<file path="config.mk">
export PLATFORM = sky130hd
export DESIGN_NAME = player_motion_ctl
export DESIGN_NICKNAME = d
export VERILOG_FILES = /design/src/rtl/player_motion_ctl.sv
export SDC_FILE = /design/constraint.sdc
export NUM_CORES = 1
export LEC_CHECK = 0
export BUFFER_PORTS_ARGS = -buffer_cell sky130_fd_sc_hd__buf_4
export CAP_MARGIN = 0
export CORE_UTILIZATION = 40
export CTS_CLUSTER_DIAMETER = 80
export DETAILED_ROUTE_END_ITERATION = 6
export GPL_ROUTABILITY_DRIVEN = 0
export SYNTH_ARGS = -nofsm -noshare
export SYNTH_HDL_FRONTEND = slang
export SYNTH_SLANG_ARGS = --single-unit
</file>
<file path="constraint.sdc">
create_clock -name clk -period 5.8 [get_ports clk]
set_input_delay 1.45 -clock clk [delete_from_list [all_inputs] [get_ports clk]]
set_output_delay 1.45 -clock clk [all_outputs]
set_load 0.05 [all_outputs]
</file>
<file path="src/rtl/player_motion_ctl.sv">
// player_motion_ctl
// Per-player motion controller. Turns button levels into a registered sprite
// position on the 1024x768 playfield, moving one pixel per move tick. It also
// resolves the platform-collision result, which is computed from this block's
// own xpos/ypos, into landing, head-bump, side push-back and falling.
//
// Ports:
//   clk        system clock
//   rst        synchronous reset, active-high
//   left       move-left button level
//   right      move-right button level
//   jump       jump button level
//   coll[1:0]  collision result for current position:
//              11 side, 10 standing on platform, 01 head hit, 00 none
//   xpos[9:0]  sprite left edge
//   ypos[9:0]  sprite top edge
//   on_ground  1 while the vertical FSM is in GROUND
//   falling    1 while the vertical FSM is in FALL
//
// Vertical state is visible outside as {on_ground, falling}:
// 10 GROUND, 00 JUMP, 01 FALL.
module player_motion_ctl #(
  parameter int WIDTH       = 48,
  parameter int HEIGHT      = 64,
  parameter int X_INIT      = 100,
  parameter int Y_INIT      = 600,
  parameter int MOVE_DIV    = 400000,
  parameter int JUMP_HEIGHT = 120
) (
  input  logic       clk,
  input  logic       rst,
  input  logic       left,
  input  logic       right,
  input  logic       jump,
  input  logic [1:0] coll,
  output logic [9:0] xpos,
  output logic [9:0] ypos,
  output logic       on_ground,
  output logic       falling
);

  localparam int TCW = $clog2(MOVE_DIV);
  localparam int JCW = $clog2(JUMP_HEIGHT);

  localparam logic [TCW-1:0] TICK_LAST = TCW'(MOVE_DIV - 1);
  localparam logic [JCW-1:0] JUMP_LAST = JCW'(JUMP_HEIGHT - 1);
  localparam logic [9:0]     Y_FLOOR   = 10'(767 - HEIGHT);
  localparam logic [9:0]     X_MAX     = 10'(1023 - WIDTH);

  localparam logic [1:0] COLL_SIDE  = 2'b11;
  localparam logic [1:0] COLL_STAND = 2'b10;
  localparam logic [1:0] COLL_HEAD  = 2'b01;

  localparam logic [1:0] ST_GROUND = 2'd0;
  localparam logic [1:0] ST_JUMP   = 2'd1;
  localparam logic [1:0] ST_FALL   = 2'd2;

  logic [TCW-1:0] tick_cnt_q, tick_cnt_d;
  logic [JCW-1:0] jump_cnt_q, jump_cnt_d;
  logic [1:0]     state_q, state_d;
  logic [9:0]     xpos_q, xpos_d;
  logic [9:0]     ypos_q, ypos_d;
  logic           dir_right_q, dir_right_d;

  logic           tick;
  logic [10:0]    x_ext, x_dec, x_inc, x_mv;

  assign tick = (tick_cnt_q == TICK_LAST);

  always_comb begin
    tick_cnt_d  = tick ? '0 : tick_cnt_q + 1'b1;
    jump_cnt_d  = jump_cnt_q;
    state_d     = state_q;
    xpos_d      = xpos_q;
    ypos_d      = ypos_q;
    dir_right_d = dir_right_q;

    // 11-bit horizontal arithmetic; decrement saturates at 0 so the
    // lower clamp below sees a small value rather than a wrapped one.
    x_ext = {1'b0, xpos_q};
    x_dec = (xpos_q == 10'd0) ? 11'd0 : x_ext - 11'd1;
    x_inc = x_ext + 11'd1;
    x_mv  = x_ext;

    if (tick) begin
      // Horizontal: side contact pushes back against the last walking
      // direction and overrides the buttons for this tick.
      if (coll == COLL_SIDE) begin
        x_mv = dir_right_q ? x_dec : x_inc;
      end else if (left && !right) begin
        x_mv        = x_dec;
        dir_right_d = 1'b0;
      end else if (right && !left) begin
        x_mv        = x_inc;
        dir_right_d = 1'b1;
      end

      if (x_mv < 11'd1) begin
        xpos_d = 10'd1;
      end else if (x_mv > {1'b0, X_MAX}) begin
        xpos_d = X_MAX;
      end else begin
        xpos_d = x_mv[9:0];
      end

      // Vertical FSM; side contact has no effect here.
      case (state_q)
        ST_GROUND: begin
          if (jump) begin
            state_d    = ST_JUMP;
            jump_cnt_d = '0;
          end else if (coll != COLL_STAND && ypos_q != Y_FLOOR) begin
            state_d = ST_FALL;
          end
        end
        ST_JUMP: begin
          // The tick that ends the rise does not move; <=1 also keeps
          // ypos from wrapping if the sprite ever sits at row 0.
          if (coll == COLL_HEAD || jump_cnt_q == JUMP_LAST || ypos_q <= 10'd1) begin
            state_d = ST_FALL;
          end else begin
            ypos_d     = ypos_q - 10'd1;
            jump_cnt_d = jump_cnt_q + 1'b1;
          end
        end
        default: begin
          if (coll == COLL_STAND || ypos_q >= Y_FLOOR) begin
            state_d = ST_GROUND;
            if (ypos_q > Y_FLOOR) begin
              ypos_d = Y_FLOOR;
            end
          end else begin
            ypos_d = ypos_q + 10'd1;
          end
        end
      endcase
    end
  end

  always_ff @(posedge clk) begin
    if (rst) begin
      tick_cnt_q  <= '0;
      jump_cnt_q  <= '0;
      state_q     <= ST_FALL;
      xpos_q      <= 10'(X_INIT);
      ypos_q      <= 10'(Y_INIT);
      dir_right_q <= 1'b1;
    end else begin
      tick_cnt_q  <= tick_cnt_d;
      jump_cnt_q  <= jump_cnt_d;
      state_q     <= state_d;
      xpos_q      <= xpos_d;
      ypos_q      <= ypos_d;
      dir_right_q <= dir_right_d;
    end
  end

  assign xpos      = xpos_q;
  assign ypos      = ypos_q;
  assign on_ground = (state_q == ST_GROUND);
  assign falling   = (state_q == ST_FALL);

endmodule

</file>
==> impl_metrics.ini, run 1 <==
[run_status]
status = finished clean

[logic_synthesis]
seq_area_frac_synth_pct = 27.5
syn_nets = 492
avgSynthCellArea_um2 = 7.49
ys_async_sr_fraction_pct = 0
synth_top_flop_cell = dfxtp_1
synthCells = 476
yosysUniqueCellTypes = 70
synth_warnings = 0
ys_ff_latch = 49
synth_enable_flop_cells = 0
synth_area_um2 = 3560

[sta]
skew_ns = 0.0171
rsz0062_at_grt = no
slew_headroom_pct = 40.0
period_needed_ns = 3.74
setup_viol = 0
maxSlewViolCount = 0
fmax_mhz = 267
fin_setup_tns_ns = 0
worst_pin_slew_ns = 0.894
final-hold-violation-count = 0
fin_crit_sh_pct = 64.6

[floorplanning]
dieArea_um2 = 9290
io_pins = 29
die_w_um = 96.4
start_util_pct = 41.1
core_um2 = 8680
die_h_um = 96.4
rows = 34

[clocking]
cts_buffers = 5
cts_tree = done
ctsHoldBuffers = 0
htreeDepth = 2
cts_root_buf = clkbuf_8
post_cts_resized = 0
clockBufferDepth = 2
cts_sinks = 49
worstSkewPairLatency_ns = 0.31
cts.clk_slew.worst_paths_ns = 0.10
post_cts_buffers = 0

[finish]
insertedDiodeCount = 0
fillers = 918
drive_gt1_share_pct = 11.2
multi_input_area_um2 = 2390
nets = 499
area_growth_pct = 9.27
register_area_um2 = 981

[critical_path]
start_kind = primary input
cp_data_arrival_time_ns = 3.94
critical_path.max_stage_delay_ns = 0.48
cp.buffers_inverters = 2
crit_required_ns = 6.00
critPathMaxFanout = 13
end_kind = register
critPathKind = in2reg
path_cells = buf_4 > inv_1 > ha_1 > or3b_2 > or4_4 > nand4_2 > nor2_2 > a2111oi_4 > a21oi_2 > a221o_1
critPathTopFamily = simple AND/OR/NAND/NOR gates
worst_path_max_delay_cell = or3b_2

[grt]
grtUsageTotal_pct = 21.4
grt_pass1_vias = 3236
busiest_layer = met2
grt_util_met3_pct = 3.91
grt_use_met2_pct = 34.5
antenna_found_initial = 0
overflow = 0
grt_first_pass_wirelength_mm = 15.8
grt_max_degree = 24
grt_use_met1_pct = 28.9

[drt]
num_vias = 3605
firstDrtPassIters = 5
via_per_inst = 6.09
remaining_drc_errors = 0
routed_wl_mm = 9.61
ant_nets = 0
initialDrtViolationCount = 249
wl_per_cell_um = 16.2

[power_and_ir_drop]
power.total_w = 0.000603
peakVddDrop_mv = 0.0996
power_density_nw_per_um2 = 155
leakagePower_nw = 1.37

[worst_hold_path]
hold_class = reg2reg

[place]
io_buffers = 28
dpl.hpwl_mm = 6.88

[flow_run]
maxCapViolCount = 0
[path summary, 6_finish.rpt]
check,startpoint,to,slack (ns),cells past startpoint
max,right,xpos[5]$_SDFFE_PP1N_,2.06,10
min,jump_cnt_q[1]$_SDFFE_PP0P_,jump_cnt_q[1]$_SDFFE_PP0P_,0.49,2
max reg2reg,xpos[2]$_SDFFE_PP1N_,xpos[5]$_SDFFE_PP1N_,2.68,7
min reg2reg,jump_cnt_q[1]$_SDFFE_PP0P_,jump_cnt_q[1]$_SDFFE_PP0P_,0.49,2
[sequential cells by signal, indices dropped and copies added, names as in the netlist]
| signal | flops |
|---|---|
| tick_cnt_q | 19 |
| xpos | 10 |
| ypos | 10 |
| jump_cnt_q | 7 |
| state_q | 2 |
| dir_right_q | 1 |
[cells by family after synthesis]
family | Yosys count | synth area share (%)
compound gates | 135 | 26.3
buf+inv | 50 | 5.51
mux | 2 | 0.597
flops | 49 | 27.5
xor+xnor | 26 | 6.39
simple gates | 205 | 30.5
fa+ha+maj | 9 | 3.16
[metrics by stage]
step | hold slack, ns | utilization, % | instances | worst slack [ns] | instance area [um2]
6_report | 0.492 | 44.9 | 592 | 2.06 | 3890
5_1_grt | 0.521 | 44.9 | 592 | 1.93 | 3890
4_1_cts | 0.500 | 44.9 | 592 | 2.07 | 3890
3_5_place_dp | 0.467 | 43.8 | 584 | 1.74 | 3800
3_3_place_gp | 0.446 | 43.8 | 584 | 1.79 | 3800
2_1_floorplan | 0.430 | - | 476 | 2.25 | 3560
[cells in the final DEF, fill, tap and decap left out, drive strengths merged, types with 3 or more instances in the layout]
| master | count |
|---|---|
| nor2 | 54 |
| dfxtp | 49 |
| nand2 | 39 |
| a21oi | 37 |
| buf | 29 |
| inv | 22 |
| o21ai | 22 |
| nand3 | 21 |
| nor3 | 19 |
| xor2 | 14 |
| xnor2 | 12 |
| nor2b | 10 |
| o22ai | 9 |
| ha | 9 |
| nand4 | 9 |
| nand2b | 8 |
| and3 | 8 |
| or4 | 7 |
| a31oi | 6 |
| or3 | 6 |
| o31ai | 6 |
| a211oi | 6 |
| a211o | 5 |
| clkbuf | 5 |
| nor4 | 5 |
| o211ai | 4 |
| a22oi | 4 |
| o31a | 4 |
| a32o | 4 |
| and2 | 3 |
| nor4b | 3 |
| o311ai | 3 |
| a32oi | 3 |
| o21bai | 3 |
| a21o | 3 |
[report_power, final]
part	internal, W	switching, W	total (W)	leakage, nW
sequential	0.000338	0.00000172	0.000340	0.395
clock	0.0000880	0.000126	0.000214	0.0423
combinational	0.0000162	0.0000328	0.0000491	0.932
total	0.000442	0.000161	0.000603	1.37
[cell type report]
class                           count  share of cell area (%)
Clock buffer                        5                    1.77
Clock inverter                      3                   0.675
Inverter                           21                    2.02
Multi-Input combinational cell    377                    61.3
Sequential cell                    49                    25.2
Tap cell                          108                    3.47
Timing Repair Buffer               29                    5.59
[synth_stat cells, drive strengths merged (3+ instances only)]
library cell / count / area, um2
nor2: 54 / 205
dfxtp: 49 / 981
nand2: 39 / 146
a21oi: 37 / 189
clkbuf: 24 / 90.1
o21ai: 22 / 110
inv: 21 / 78.8
nand3: 21 / 105
nor3: 19 / 100
xor2: 14 / 123
xnor2: 12 / 105
nor2b: 10 / 62.6
ha: 9 / 113
nand4: 9 / 68.8
o22ai: 9 / 56.3
and3: 8 / 50.1
nand2b: 8 / 50.1
or4: 7 / 60.1
a211oi: 6 / 50.1
a31oi: 6 / 37.5
o31ai: 6 / 50.1
or3: 6 / 42.5
a211o: 5 / 43.8
buf: 5 / 27.5
nor4: 5 / 46.3
a22oi: 4 / 30.0
a32o: 4 / 40.0
o211ai: 4 / 30.0
o31a: 4 / 35.0
a21o: 3 / 22.5
a32oi: 3 / 26.3
and2: 3 / 18.8
nor4b: 3 / 26.3
o21bai: 3 / 22.5
o311ai: 3 / 26.3
[tightest hold or removal path, cell delays in order (launching register included)]
cell,delay [ns]
dfxtp_1,0.33
nand2b_1,0.07
a21oi_1,0.05
[per-layer routing]
| layer | vias up | wire length, um |
|---|---|---|
| li1 | 1774 | - |
| met1 | 1699 | 4450 |
| met2 | 119 | 4470 |
| met3 | 13 | 578 |
| met4 | 0 | 117 |
| met5 | - | 0 |
Power figures use the tool's default switching activity.
==> run 2: changes to the inputs <==
Settings changed: ABC_AREA from default to 1.
Clock period 5.8 ns to 3 ns, I/O delays scaled along.
==> run 2 against run 1 <==
Synthesized area rose by 6.6%; combinational power increased by 120%; sequential share of layout area fell by 2.0 points; die area rose by 6.5%; register-to-register slack got worse by 2.1 ns; cell count is 30% higher; clock skew shrank 0.0065 ns; design area increased by 8.6%; setup slack worse by 1.5 ns; routed wire length is 4.6% higher; critical path type is now reg2reg; largest cell class unchanged.
==> impl_metrics.ini, run 2 <==
[floorplanning]
start_util_pct = 41.1
io_pins = 29
dieArea_um2 = 9890
core_um2 = 9240
die_h_um = 99.5
die_w_um = 99.5
rows = 35

[critical_path]
end_kind = register
crit_required_ns = 3.25
start_kind = register
cp.depth = 13
cp_data_arrival_time_ns = 2.71
path_cells = ha_1 > nand2_1 > inv_2 > nand2_2 > nor2_2 > nand2_2 > inv_2 > nand4_2 > clkinv_2 > nor2_1 > inv_1 > a21oi_1 > o21a_1
cp.buffers_inverters = 4
critPathTopFamily = simple AND/OR/NAND/NOR gates
critical_path.max_stage_delay_ns = 0.53
crit_start = tick_cnt_q[0]$_SDFF_PP0_
reg2reg_depth = 13
ff2ff_setup_slack_ns = 0.54
critPathKind = reg2reg
worstReg2RegStart = tick_cnt_q[0]$_SDFF_PP0_
worst_path_max_delay_cell = nor2_1
reg2reg_to = tick_cnt_q[17]$_SDFF_PP0_
cp-endpoint = tick_cnt_q[17]$_SDFF_PP0_
critPathMaxFanout = 12

[finish]
mostFrequentLayoutCells = 173 x nand2_1, 70 x inv_1, 53 x nor2_1, 51 x nand3_1, 49 x dfxtp_1
final_common_cell = nand2_1
regMostFlops = tick_cnt_q
stdcell_count = 768
fillers = 998
area_growth_pct = 11.3
register_area_um2 = 981
multi_input_area_um2 = 2410
largest_reg_flops = 19
nets = 655
stdcell_area_um2 = 4230
drive_gt1_share_pct = 14.1
insertedDiodeCount = 0

[power_and_ir_drop]
power_density_nw_per_um2 = 276
leakagePower_nw = 1.87
power.total_w = 0.00117
peakVddDrop_mv = 0.198

[clocking]
cts_tree = done
ctsHoldBuffers = 0
clockBufferDepth = 2
post_cts_buffers = 0
worstSkewPairLatency_ns = 0.30
cts_sinks = 49
htreeDepth = 2
cts_root_buf = clkbuf_8
cts.clk_slew.worst_paths_ns = 0.09
cts_buffers = 5
post_cts_resized = 0

[grt]
grtUsageTotal_pct = 21.6
antenna_found_initial = 0
grt_max_degree = 18
grt_pass1_vias = 3743
grt_first_pass_wirelength_mm = 17.4
overflow = 0

[drt]
routed_wl_mm = 10.1
ant_nets = 0
num_vias = 3946
remaining_drc_errors = 0
wl_per_cell_um = 13.1
firstDrtPassIters = 5
via_per_inst = 5.14
initialDrtViolationCount = 200

[place]
io_buffers = 28
dpl.hpwl_mm = 7.73
placed_area_um2 = 4140
placedCellCount = 761

[logic_synthesis]
yosysMostFrequentCell = nand2_1
ys_top_cells_by_area = dfxtp_1 26%, nand2_1 17%, inv_1 6.9%, nand3_1 6.7%, nor2_1 5.2%
ys_async_sr_fraction_pct = 0
synth-simple-area-share_pct = 43.9
synth_area_leader_cell = dfxtp_1
synth_top_family_by_area = simple AND/OR/NAND/NOR gates
avgSynthCellArea_um2 = 6.22
synth_top_area_share_pct = 25.8
synth_top_flop_cell = dfxtp_1
seq_area_frac_synth_pct = 25.8
synth_area_um2 = 3800
syn_nets = 627
synth_fa_ha_area_share_pct = 2.96
synth-compound-area-share_pct = 13.6
synth_warnings = 0
synthCells = 611
ys_ff_latch = 49
yosysUniqueCellTypes = 46
synth.area.mux_share_pct = 0
synth_enable_flop_cells = 0
synth_xor_xnor_area_share_pct = 3.00
synthTopCellsByCount = 173 x nand2_1, 70 x inv_1, 53 x nor2_1

[sta]
skew_ns = 0.0106
maxSlewViolCount = 0
period_needed_ns = 2.46
final-hold-violation-count = 0
fin_setup_tns_ns = 0
rsz0062_at_grt = no
fin_crit_sh_pct = 82.1
fmax_mhz = 406
slew_headroom_pct = 55.4
setup_viol = 0
worst_pin_slew_ns = 0.666

[flow_run]
maxCapViolCount = 0

[worst_hold_path]
hold_class = reg2reg
hp-start = tick_cnt_q[0]$_SDFF_PP0_

[run_status]
status = finished clean
run 2: cell type report:
| type | instances | area share (%) |
|---|---|---|
| Timing Repair Buffer | 36 | 6.39 |
| Clock buffer | 6 | 1.95 |
| Inverter | 83 | 7.40 |
| Tap cell | 129 | 3.82 |
| Multi-Input combinational cell | 464 | 57.1 |
| Clock inverter | 1 | 0.178 |
| Sequential cell | 49 | 23.2 |
run 2: worst min path at each step:
stage                                           to  cells past startpoint
after floorplan           tick_cnt_q[0]$_SDFF_PP0_                      1
after CTS                 tick_cnt_q[0]$_SDFF_PP0_                      1
after global placement    tick_cnt_q[0]$_SDFF_PP0_                      1
after detailed placement  tick_cnt_q[0]$_SDFF_PP0_                      1
final                     tick_cnt_q[0]$_SDFF_PP0_                      1
after global routing      tick_cnt_q[4]$_SDFF_PP0_                      2
run 2: cells by family after synthesis:
family | Yosys count
compound gates | 90
xor+xnor | 13
fa+ha+maj | 9
buf+inv | 98
flops | 49
simple gates | 352
run 2: worst reg2reg max path, stage by stage (launching register included):
cell	delay, ns
dfxtp_1	0.35
ha_1	0.21
nand2_1	0.08
inv_2	0.05
nand2_2	0.08
nor2_2	0.05
nand2_2	0.07
inv_2	0.05
nand4_2	0.13
clkinv_2	0.11
nor2_1	0.53
inv_1	0.38
a21oi_1	0.21
o21a_1	0.13
run 2: where the power goes:
group | switching [W] | leakage (nW) | internal, W | total (W)
Clock | 0.000218 | 0.0433 | 0.000183 | 0.000401
Sequential | 0.00000317 | 0.396 | 0.000653 | 0.000656
Combinational | 0.0000722 | 1.44 | 0.0000359 | 0.000108
run 2: through the flow:
step	util, %	hold WS (ns)	setup WS (ns)
floorplan	-	0.430	0.599
global placement	44.8	0.448	0.370
detailed placement	44.8	0.461	0.332
CTS	45.8	0.483	0.507
global route	45.8	0.508	0.187
finish	45.8	0.479	0.538
run 2: per-layer routing:
layer / track usage [%] / share of wire [%]
met1: 30.0 / 48
met5: 0 / 0
met2: 35.4 / 45
met4: 6.33 / 1.4
met3: 2.46 / 6.2
==> run 3: changes to the inputs <==
Clock period 3 ns to 2.4 ns, I/O delays scaled along.
==> run 3 against run 2 <==
Sequential cell count did not move; largest cell class unchanged; power rose by 24%; non-clock buffer count rose by 13; via count rose by 1.8%; sequential share of layout area fell by 0.49 points; register-to-register slack got worse by 0.28 ns; global-route usage rose by 0.27 points; highest routed layer unchanged; sequential power rose by 25%; count of clock-buffer cells in the layout did not move; setup slack got worse by 0.28 ns; largest power group unchanged; clock skew rose by 0.0018 ns.
==> impl_metrics.ini, run 3 (synthesized netlist as in run 2, its figures left out) <==
[finish]
fillers = 986
regMostFlops = tick_cnt_q
register_area_um2 = 985
multi_input_area_um2 = 2430
drive_gt1_share_pct = 16.4
largest_reg_flops = 19
stdcell_count = 782
area_growth_pct = 14.1
final_common_cell = nand2_1
nets = 668
insertedDiodeCount = 0
mostFrequentLayoutCells = 173 x nand2_1, 70 x inv_1, 53 x nor2_1, 51 x nand3_1, 49 x buf_4

[sta]
maxSlewViolCount = 0
worst_pin_slew_ns = 0.549
setup_viol = 0
fin_crit_sh_pct = 89.1
rsz0062_at_grt = no
period_needed_ns = 2.14
fin_setup_tns_ns = 0
fmax_mhz = 468
slew_headroom_pct = 63.1
skew_ns = 0.0125
setup_ws_ns = 0.261
final-hold-violation-count = 0

[critical_path]
path_cells = inv_2 > ha_1 > nand2_1 > nor2_1 > nand3_4 > nand2_2 > nand2_1 > nand3_2 > nand3_1 > nand2_1 > nor2_1 > nor2_2 > nand2_1 > nand2_1 > nand3_1
crit_required_ns = 2.59
critPathMaxFanout = 12
ff2ff_setup_slack_ns = 0.26
end_kind = register
cpMostUsedCell = nand2_1
reg2reg_to = xpos[2]$_SDFFE_PP1N_
critPathKind = reg2reg
cp_data_arrival_time_ns = 2.33
critical_path.max_stage_delay_ns = 0.37
worstReg2RegStart = xpos[0]$_SDFFE_PP0N_
worst_path_max_delay_cell = dfxtp_2
reg2reg_depth = 15
start_kind = register

[drt]
route.met2.wl_mm = 4.74
num_vias = 4018
initialDrtViolationCount = 186
met3_length_um = 490
wl_per_cell_um = 13.2
ant_nets = 0
firstDrtPassIters = 4
wl_met1_mm = 4.95
routed_wl_mm = 10.3
via_per_inst = 5.14
remaining_drc_errors = 0
routed.top_layer = met4

[power_and_ir_drop]
leakagePower_nw = 1.94
p_int_w = 0.00107
swShare_pct = 26.0
power.switching_w = 0.000377
clockPowerShare_pct = 33.4
power.total_w = 0.00145
power_frac_comb_pct = 10.0
seqPwrFrac_pct = 56.7
peakVddDrop_mv = 0.339
power_density_nw_per_um2 = 334

[floorplanning]
die_h_um = 99.5
die_w_um = 99.5
dieArea_um2 = 9890
core_um2 = 9240
rows = 35
io_pins = 29
start_util_pct = 41.1

[worst_hold_path]
hold_class = reg2reg
hold_path_end = tick_cnt_q[0]$_SDFF_PP0_
hp-start = tick_cnt_q[0]$_SDFF_PP0_
holdPathStages = 1

[place]
placedCellCount = 774
pre_cts_ws_ns = 0.0278
dpl.hpwl_mm = 7.99
io_buffers = 28

[grt]
grtUsageTotal_pct = 21.9
antenna_found_initial = 0
grt_max_degree = 18
overflow = 0
grt_pass1_vias = 3715
grt_first_pass_wirelength_mm = 17.6

[clocking]
worstSkewPairLatency_ns = 0.30
cts.clk_slew.worst_paths_ns = 0.09
cts_buffers = 5
cts_sinks = 49
clockBufferDepth = 2
htreeDepth = 2
cts_root_buf = clkbuf_8
cts_tree = done

[run_status]
status = finished clean

[flow_run]
maxCapViolCount = 0
[run 3: metal layers]
| layer | global-route usage (%) | vias up |
|---|---|---|
| met3 | 3.44 | 10 |
| met4 | 5.20 | 0 |
| met1 | 30.2 | 1807 |
| li1 | - | 2083 |
| met2 | 35.9 | 118 |
| met5 | 0 | - |
[run 3: worst max path at each step]
stage | endpoint | cells after the start | slack [ns] | startpoint
2_1_floorplan | xpos[5]$_SDFFE_PP1N_ | 15 | 0.14 | xpos[1]$_SDFFE_PP0N_
3_3_place_gp | xpos[2]$_SDFFE_PP1N_ | 16 | 0.03 | left
3_5_place_dp | xpos[2]$_SDFFE_PP1N_ | 16 | 0.03 | left
4_1_cts | xpos[2]$_SDFFE_PP1N_ | 15 | 0.16 | xpos[1]$_SDFFE_PP0N_
5_1_grt | xpos[5]$_SDFFE_PP1N_ | 15 | 0.002 | xpos[0]$_SDFFE_PP0N_
6_report | xpos[2]$_SDFFE_PP1N_ | 15 | 0.26 | xpos[0]$_SDFFE_PP0N_
[run 3: power groups by stage]
stage	registers (W)	logic [W]	clock network [W]
global placement	0.000839	0.000143	0
finish	0.000820	0.000144	0.000483
global route	0.000821	0.000163	0.000536
CTS	0.000820	0.000144	0.000499
floorplan	0.000838	0.0000977	0
detailed placement	0.000839	0.000144	0
[run 3: area by class of cell]
class                      instances  share of cell area [%]
multi-input combinational        464                    56.0
sequential                        49                    22.7
timing repair buffer              49                    8.48
inverter                          83                    7.22
tap                              129                    3.72
clock buffer                       6                    1.67
clock inverter                     2                   0.231
[run 3: through the flow]
step	hold slack [ns]	utilization (%)	instance area (um2)
CTS	0.478	46.7	4320
global placement	0.447	45.8	4240
global route	0.514	46.9	4340
finish	0.471	46.9	4340
detailed placement	0.456	45.8	4240
floorplan	0.430	-	3800
[run 3: critical path: cells and delay by family (launching register included)]
family                     cells  cell delay, ns
and+or+nand+nor               13            1.34
DFF                            1            0.37
adders and majority gates      1            0.24
buffers and inverters          1            0.07
[run 3: repair_timing]
action	in CTS	in global routing
endpoints found under the hold margin	0	0
hold buffers	0	0
setup endpoints to repair	0	10
setup buffers	0	0
resized for setup	0	4
